**src/rtl/mem_bus_pkg.sv**
```systemverilog
// Shared definitions for the firmware-RAM arbiter: FSM state codes, grant
// encodings, the selected-request bundle and the address range helper.
package mem_bus_pkg;

  // Access sequencer states; IDLE is the only state that can last more than one cycle.
  localparam logic [1:0] ST_IDLE    = 2'd0;
  localparam logic [1:0] ST_ISSUE   = 2'd1;
  localparam logic [1:0] ST_CAPTURE = 2'd2;
  localparam logic [1:0] ST_DONE    = 2'd3;

  // A zero strobe pattern marks a read on the picorv32 native bus.
  localparam logic [3:0] WSTRB_READ = 4'b0000;

  // One-hot owner encodings.
  localparam logic [1:0] GNT_NONE = 2'b00;
  localparam logic [1:0] GNT_R0   = 2'b01;
  localparam logic [1:0] GNT_R1   = 2'b10;

  // The request fields of whichever requester wins arbitration.
  typedef struct packed {
    logic [31:0] addr;
    logic [31:0] wdata;
    logic [3:0]  wstrb;
  } mem_req_t;

  // True when the word addressed by a byte address lies inside the RAM;
  // the two byte-offset bits play no part in the decision.
  function automatic logic word_in_range(input logic [31:0] byte_addr,
                                         input logic [31:0] depth);
    return ({2'b00, byte_addr[31:2]} < depth);
  endfunction

endpackage

```
**src/rtl/rr_arb2.sv**
```systemverilog
// Two-way round-robin pick. A lone request always wins; when both request,
// the requester that did not win the previous contention is chosen.
module rr_arb2
  import mem_bus_pkg::*;
(
  input  logic [1:0] req,
  input  logic       last,
  output logic [1:0] gnt
);

  // One-hot grant from the request pair and the previous contention winner.
  always_comb begin
    gnt = GNT_NONE;
    case (req)
      2'b01:   gnt = GNT_R0;
      2'b10:   gnt = GNT_R1;
      2'b11: begin
        if (last) begin
          gnt = GNT_R0;
        end else begin
          gnt = GNT_R1;
        end
      end
      default: gnt = GNT_NONE;
    endcase
  end

endmodule

```
**src/rtl/shared_mem_arbiter.sv**
```systemverilog
// Shares one synchronous single-port RAM between two picorv32 native memory
// ports. Each access runs IDLE -> ISSUE -> CAPTURE -> DONE; the RAM is only
// driven during ISSUE and the owner gets a single-cycle ready in DONE.
module shared_mem_arbiter
  import mem_bus_pkg::*;
#(
  parameter  int MEM_SIZE = 4096,
  localparam int AW       = $clog2(MEM_SIZE)
) (
  input  logic          clk,
  input  logic          resetn,
  input  logic          r0_valid,
  input  logic [31:0]   r0_addr,
  input  logic [31:0]   r0_wdata,
  input  logic [3:0]    r0_wstrb,
  output logic          r0_ready,
  output logic [31:0]   r0_rdata,
  input  logic          r1_valid,
  input  logic [31:0]   r1_addr,
  input  logic [31:0]   r1_wdata,
  input  logic [3:0]    r1_wstrb,
  output logic          r1_ready,
  output logic [31:0]   r1_rdata,
  output logic          m_en,
  output logic [3:0]    m_we,
  output logic [AW-1:0] m_addr,
  output logic [31:0]   m_wdata,
  input  logic [31:0]   m_rdata,
  output logic [1:0]    grant,
  output logic          bad_addr
);

  logic [1:0]    state_r;
  logic          last_grant_r;
  logic          owner_r;
  logic          in_range_r;

  logic          m_en_r;
  logic [3:0]    m_we_r;
  logic [AW-1:0] m_addr_r;
  logic [31:0]   m_wdata_r;

  logic          r0_ready_r;
  logic          r1_ready_r;
  logic [31:0]   r0_rdata_r;
  logic [31:0]   r1_rdata_r;
  logic [1:0]    grant_r;
  logic          bad_addr_r;

  logic [1:0]    req_s;
  logic [1:0]    pick_s;
  logic          start_s;
  logic          pick_r1_s;
  mem_req_t      sel_req_s;
  logic          sel_in_range_s;
  logic [3:0]    sel_we_s;
  logic [31:0]   cap_data_s;

  assign req_s = {r1_valid, r0_valid};

  rr_arb2 u_rr_arb2 (
    .req  (req_s),
    .last (last_grant_r),
    .gnt  (pick_s)
  );

  // Winner selection and the RAM controls it would produce if it starts now.
  always_comb begin
    start_s        = 1'b0;
    pick_r1_s      = pick_s[1];
    sel_req_s      = '{addr: r0_addr, wdata: r0_wdata, wstrb: r0_wstrb};
    sel_in_range_s = 1'b0;
    sel_we_s       = WSTRB_READ;
    if (pick_r1_s) begin
      sel_req_s = '{addr: r1_addr, wdata: r1_wdata, wstrb: r1_wstrb};
    end else begin
      sel_req_s = '{addr: r0_addr, wdata: r0_wdata, wstrb: r0_wstrb};
    end
    sel_in_range_s = word_in_range(sel_req_s.addr, 32'(MEM_SIZE));
    if (sel_in_range_s) begin
      sel_we_s = sel_req_s.wstrb;
    end else begin
      sel_we_s = WSTRB_READ;
    end
    if ((state_r == ST_IDLE) && (pick_s != GNT_NONE)) begin
      start_s = 1'b1;
    end else begin
      start_s = 1'b0;
    end
  end

  // Out-of-range accesses return zero so a core addressing past the RAM still completes.
  always_comb begin
    cap_data_s = 32'h0000_0000;
    if (in_range_r) begin
      cap_data_s = m_rdata;
    end else begin
      cap_data_s = 32'h0000_0000;
    end
  end

  // Access sequencer: waits in IDLE for a request, then steps once per cycle.
  always_ff @(posedge clk or negedge resetn) begin
    if (!resetn) begin
      state_r <= ST_IDLE;
    end else begin
      case (state_r)
        ST_IDLE: begin
          if (start_s) begin
            state_r <= ST_ISSUE;
          end else begin
            state_r <= ST_IDLE;
          end
        end
        ST_ISSUE:   state_r <= ST_CAPTURE;
        ST_CAPTURE: state_r <= ST_DONE;
        ST_DONE:    state_r <= ST_IDLE;
        default:    state_r <= ST_IDLE;
      endcase
    end
  end

  // Owner, range flag and contention history, captured once when an access starts.
  always_ff @(posedge clk or negedge resetn) begin
    if (!resetn) begin
      owner_r      <= 1'b0;
      in_range_r   <= 1'b0;
      last_grant_r <= 1'b1;
    end else if (start_s) begin
      owner_r    <= pick_r1_s;
      in_range_r <= sel_in_range_s;
      if (req_s == 2'b11) begin
        last_grant_r <= pick_r1_s;
      end
    end
  end

  // RAM port: loaded from the winning request on entry to ISSUE, cleared on exit.
  always_ff @(posedge clk or negedge resetn) begin
    if (!resetn) begin
      m_en_r    <= 1'b0;
      m_we_r    <= 4'b0000;
      m_addr_r  <= '0;
      m_wdata_r <= 32'h0000_0000;
    end else if (start_s) begin
      m_en_r    <= sel_in_range_s;
      m_we_r    <= sel_we_s;
      m_addr_r  <= sel_req_s.addr[AW+1:2];
      m_wdata_r <= sel_req_s.wdata;
    end else begin
      m_en_r    <= 1'b0;
      m_we_r    <= 4'b0000;
      m_addr_r  <= '0;
      m_wdata_r <= 32'h0000_0000;
    end
  end

  // Response path: owner's rdata/ready and the range error in CAPTURE, cleared leaving DONE.
  always_ff @(posedge clk or negedge resetn) begin
    if (!resetn) begin
      r0_ready_r <= 1'b0;
      r1_ready_r <= 1'b0;
      r0_rdata_r <= 32'h0000_0000;
      r1_rdata_r <= 32'h0000_0000;
      grant_r    <= GNT_NONE;
      bad_addr_r <= 1'b0;
    end else begin
      case (state_r)
        ST_IDLE: begin
          if (start_s) begin
            grant_r <= pick_s;
          end
        end
        ST_ISSUE: begin
          grant_r <= grant_r;
        end
        ST_CAPTURE: begin
          if (owner_r) begin
            r1_rdata_r <= cap_data_s;
            r1_ready_r <= 1'b1;
          end else begin
            r0_rdata_r <= cap_data_s;
            r0_ready_r <= 1'b1;
          end
          bad_addr_r <= !in_range_r;
        end
        ST_DONE: begin
          r0_ready_r <= 1'b0;
          r1_ready_r <= 1'b0;
          bad_addr_r <= 1'b0;
          grant_r    <= GNT_NONE;
        end
        default: begin
          r0_ready_r <= 1'b0;
          r1_ready_r <= 1'b0;
          bad_addr_r <= 1'b0;
          grant_r    <= GNT_NONE;
        end
      endcase
    end
  end

  assign r0_ready = r0_ready_r;
  assign r1_ready = r1_ready_r;
  assign r0_rdata = r0_rdata_r;
  assign r1_rdata = r1_rdata_r;
  assign m_en     = m_en_r;
  assign m_we     = m_we_r;
  assign m_addr   = m_addr_r;
  assign m_wdata  = m_wdata_r;
  assign grant    = grant_r;
  assign bad_addr = bad_addr_r;

endmodule

```
**config.mk**
```make
export PLATFORM = sky130hd
export DESIGN_NAME = shared_mem_arbiter
export DESIGN_NICKNAME = d
export VERILOG_FILES = /design/src/rtl/mem_bus_pkg.sv /design/src/rtl/rr_arb2.sv /design/src/rtl/shared_mem_arbiter.sv
export SDC_FILE = /design/constraint.sdc
export NUM_CORES = 1
export LEC_CHECK = 0
export BUFFER_PORTS_ARGS = -buffer_cell sky130_fd_sc_hd__buf_2
export CAP_MARGIN = 20
export CORE_AREA = 2 2 112 114
export DETAILED_ROUTE_END_ITERATION = 6
export DIE_AREA = 0 0 114 116
export PLACE_DENSITY = 0.82
export SLEW_MARGIN = 20
export SYNTH_ARGS = -nofsm -noshare
export SYNTH_HDL_FRONTEND = slang
export SYNTH_HIERARCHICAL = 1
export SYNTH_SLANG_ARGS = --single-unit
```
**constraint.sdc**
```tcl
create_clock -name clk -period 5.1 [get_ports clk]
set_input_delay 0.765 -clock clk [delete_from_list [all_inputs] [get_ports clk]]
set_output_delay 0.765 -clock clk [all_outputs]
set_load 0.1 [all_outputs]
```
==> impl_metrics.py <==
metrics = {
    "pwr": {
        "p_int_w": 0.002245,
        "p_seq_share_pct": 29.2,
        "ir_drop_uv": 392.4,
        "combinationalPowerShare_pct": 37.4,
        "pwr_density_cell_mw_per_mm2": 551.9,
        "power_w": 0.003964,
        "leakagePower_nw": 3.960,
        "p_sw_w": 0.001719,
        "power_frac_clock_pct": 33.4,
        "swShare_pct": 43.36,
    },
    "floorplanning": {
        "start_util_pct": 41.30,
        "die_area_sq_mm": 0.01322,
        "die_x_um": 114,
        "dieHeight_um": 116,
        "ios": 290,
        "coreArea_sq_mm": 0.01191,
        "rows": 40,
    },
    "setup_path": {
        "end_kind": "flip-flop",
        "required_ns": 5.42,
        "cp_slowest_cell": "a21boi_4",
        "start_kind": "primary input",
        "cp_data_arrival_time_ns": 2.83,
        "cp_max_fo": 45,
        "critPathKind": "primary input to flip-flop",
        "critPathMaxStageDelay_ns": 0.72,
        "crit_chain": "buf_2 > a21boi_4 > o21ai_4 > buf_4 > nor4_2 > nand4_2 > a21oi_1",
    },
    "timing": {
        "period_needed_ns": 2.506,
        "post-route-period-util_pct": 49.13,
        "fin_skew_ns": 0.007678,
        "tightest_slew_ns": 0.9091,
        "slew_viol_final": 0,
        "tns_ns": 0,
        "fin_hold_ws_ns": 0.2426,
        "final_hold_viol_count": 0,
        "setup_viol": 0,
        "setup_slack_ns": 2.594,
        "max_freq_mhz": 399.1,
        "slew_headroom_pct": 39.24,
        "rsz0062_at_grt": "no",
    },
    "clock_network": {
        "insertion_delay_ns": 0.40,
        "cts.reportedPaths.clkPinSlew_ns": 0.06,
        "root_buffer": "clkbuf_16",
        "htree_levels": 4,
        "cts-hold-fix-buffers": 0,
        "cts_buffers": 17,
        "cts_tree": "done",
        "post_cts_resized": 0,
        "postCtsSetupBuffers": 0,
        "cts_buffer_depth": 2,
        "cts.sinks": 123,
    },
    "grt": {
        "grt_pass1_wl_um": 21180,
        "grt_max_degree": 80,
        "grt_use_met2_pct": 34.72,
        "grt_pass1_vias": 4310,
        "gr-usage-all-layers_pct": 21.08,
        "top_usage_layer": "met2",
        "grtUsageMet3_pct": 8.054,
        "overflow": 0,
        "use_met1_pct": 24.42,
        "antenna_found_initial": 4,
    },
    "place": {
        "pre_cts_ws_ns": 2.172,
        "place.gp.congestion": 0.7917,
        "io_buffers": 285,
        "dp.cells": 872,
        "dpl.hpwl_um": 10160,
    },
    "synthesis": {
        "yosysWarnings": 6,
        "avgSynthCellArea_sq_um": 10.60,
        "synth_ff_type": "dfrtp_1",
        "netlist_area_sq_mm": 0.004920,
        "yosysSeqAreaShare_pct": 62.59,
        "ys_async_sr_fraction_pct": 100.0,
        "synth_edf_count": 0,
        "ys_types": 28,
        "synth_nets": 640,
        "syn_inst": 464,
        "synth-seq-cells": 123,
    },
    "drt": {
        "vias": 4402,
        "drt_pass1_iterations": 4,
        "wl_per_cell_um": 15.17,
        "drt_iter0_drc": 292,
        "wl_um": 13790,
        "via_per_inst": 4.843,
        "drc": 0,
        "ant_nets": 0,
    },
    "layout": {
        "layout-drive-gt1-share_pct": 43.80,
        "final_common_cell": "buf_2",
        "fin_nets": 921,
        "mostFrequentLayoutCells": "buf_2, dfrtp_1, nand2_1, mux2i_1, nor2_1",
        "finalNonFillerCells": 909,
        "syn_to_final_growth_pct": 45.98,
    },
    "status": {
        "outcome": "completed",
    },
    "flow_run": {
        "maxCapViolations": 0,
    },
    "min_path": {
        "min_path_type": "primary input to async pin",
    },
}
==> cells in the mapped netlist, types with 3 or more instances <==
cell	instances	area (sq um)
o21ai_1	29	145.1
dfrtp_1	122	3053
nand2_1	104	390.4
inv_1	8	30.03
mux2i_1	50	500.5
clkbuf_1	21	78.83
buf_2	7	35.03
ha_1	4	50.05
a21oi_1	4	20.02
a22o_1	3	26.28
nor4_1	6	37.54
o21ai_0	43	215.2
nor2_1	48	180.2
==> flip-flops by register name (all words and copies together) (netlist names) <==
| name | count |
|---|---|
| r1_rdata | 32 |
| m_wdata | 32 |
| in_range_r | 1 |
| m_we | 4 |
| r0_rdata | 32 |
| m_addr | 12 |
| bad_addr | 1 |
| m_en | 1 |
| r0_ready | 1 |
| owner_r | 1 |
| grant | 2 |
| state_r | 2 |
| r1_ready | 1 |
| last_grant_r | 1 |
==> stage by stage <==
stage | cell area, sq um | util (%)
finish | 7182 | 60.29
global route | 7182 | 60.29
CTS | 7134 | 59.89
detailed placement | 6476 | 54.37
global placement | 6476 | 54.37
floorplan | 4920 | -
==> power groups by stage <==
stage | combinational, W | clock (W) | sequential, W
after floorplan | 0.000379 | 0 | 0.00196
after detailed placement | 0.00148 | 0 | 0.00117
after CTS | 0.00148 | 0.00135 | 0.00116
after global placement | 0.00147 | 0 | 0.00117
final | 0.00148 | 0.00132 | 0.00116
after global routing | 0.00156 | 0.00139 | 0.00117
==> layer usage <==
metal  part of all wire, %  routed length [um]
met1                    40                5466
met2                    50                6879
met4                   2.2                 303
met5                     0                   0
met3                   8.3                1143
==> path summary, 6_finish.rpt <==
path / startpoint / end / depth (start not counted) / slack [ns]
setup reg to reg: last_grant_r / m_we[0] / 6 / 2.71
hold / removal: resetn / r0_rdata[31] / 1 / 0.24
hold reg to reg: r0_rdata[30] / r0_rdata[30] / 2 / 0.47
setup / recovery: r0_valid / m_we[0] / 7 / 2.59
max in group asynchronous: resetn / m_wdata[31] / 3 / 3.63
min in group clk: r0_rdata[30] / r0_rdata[30] / 2 / 0.47
==> cell type report <==
class,instances,area [sq um]
Clock buffer,18,439.2
Antenna cell,4,10.01
Sequential cell,123,3079
Timing Repair Buffer,290,1486
Clock inverter,14,219.0
Multi-Input combinational cell,305,1734
Fill cell,1022,4730
Tap cell,147,183.9
Inverter,8,30.03
==> cell families (layout without fill, tap and decap cells) <==
kind of cell / Yosys count / in the layout / share of synthesized area (%)
compound gates: 83 / 83 / 8.876
fa+ha+maj: 4 / 4 / 1.017
buf+inv: 36 / 330 / 2.925
flops: 123 / 123 / 62.59
mux: 51 / 51 / 10.40
other cells: 0 / 4 / 0
simple gates: 167 / 167 / 14.19
==> critical path: cells and delay by family <==
kind / cells / cell delay [ns]
compound gates: 3 / 1.04
simple gates: 2 / 0.58
buf+inv: 2 / 0.43
Power figures use the tool's default switching activity.
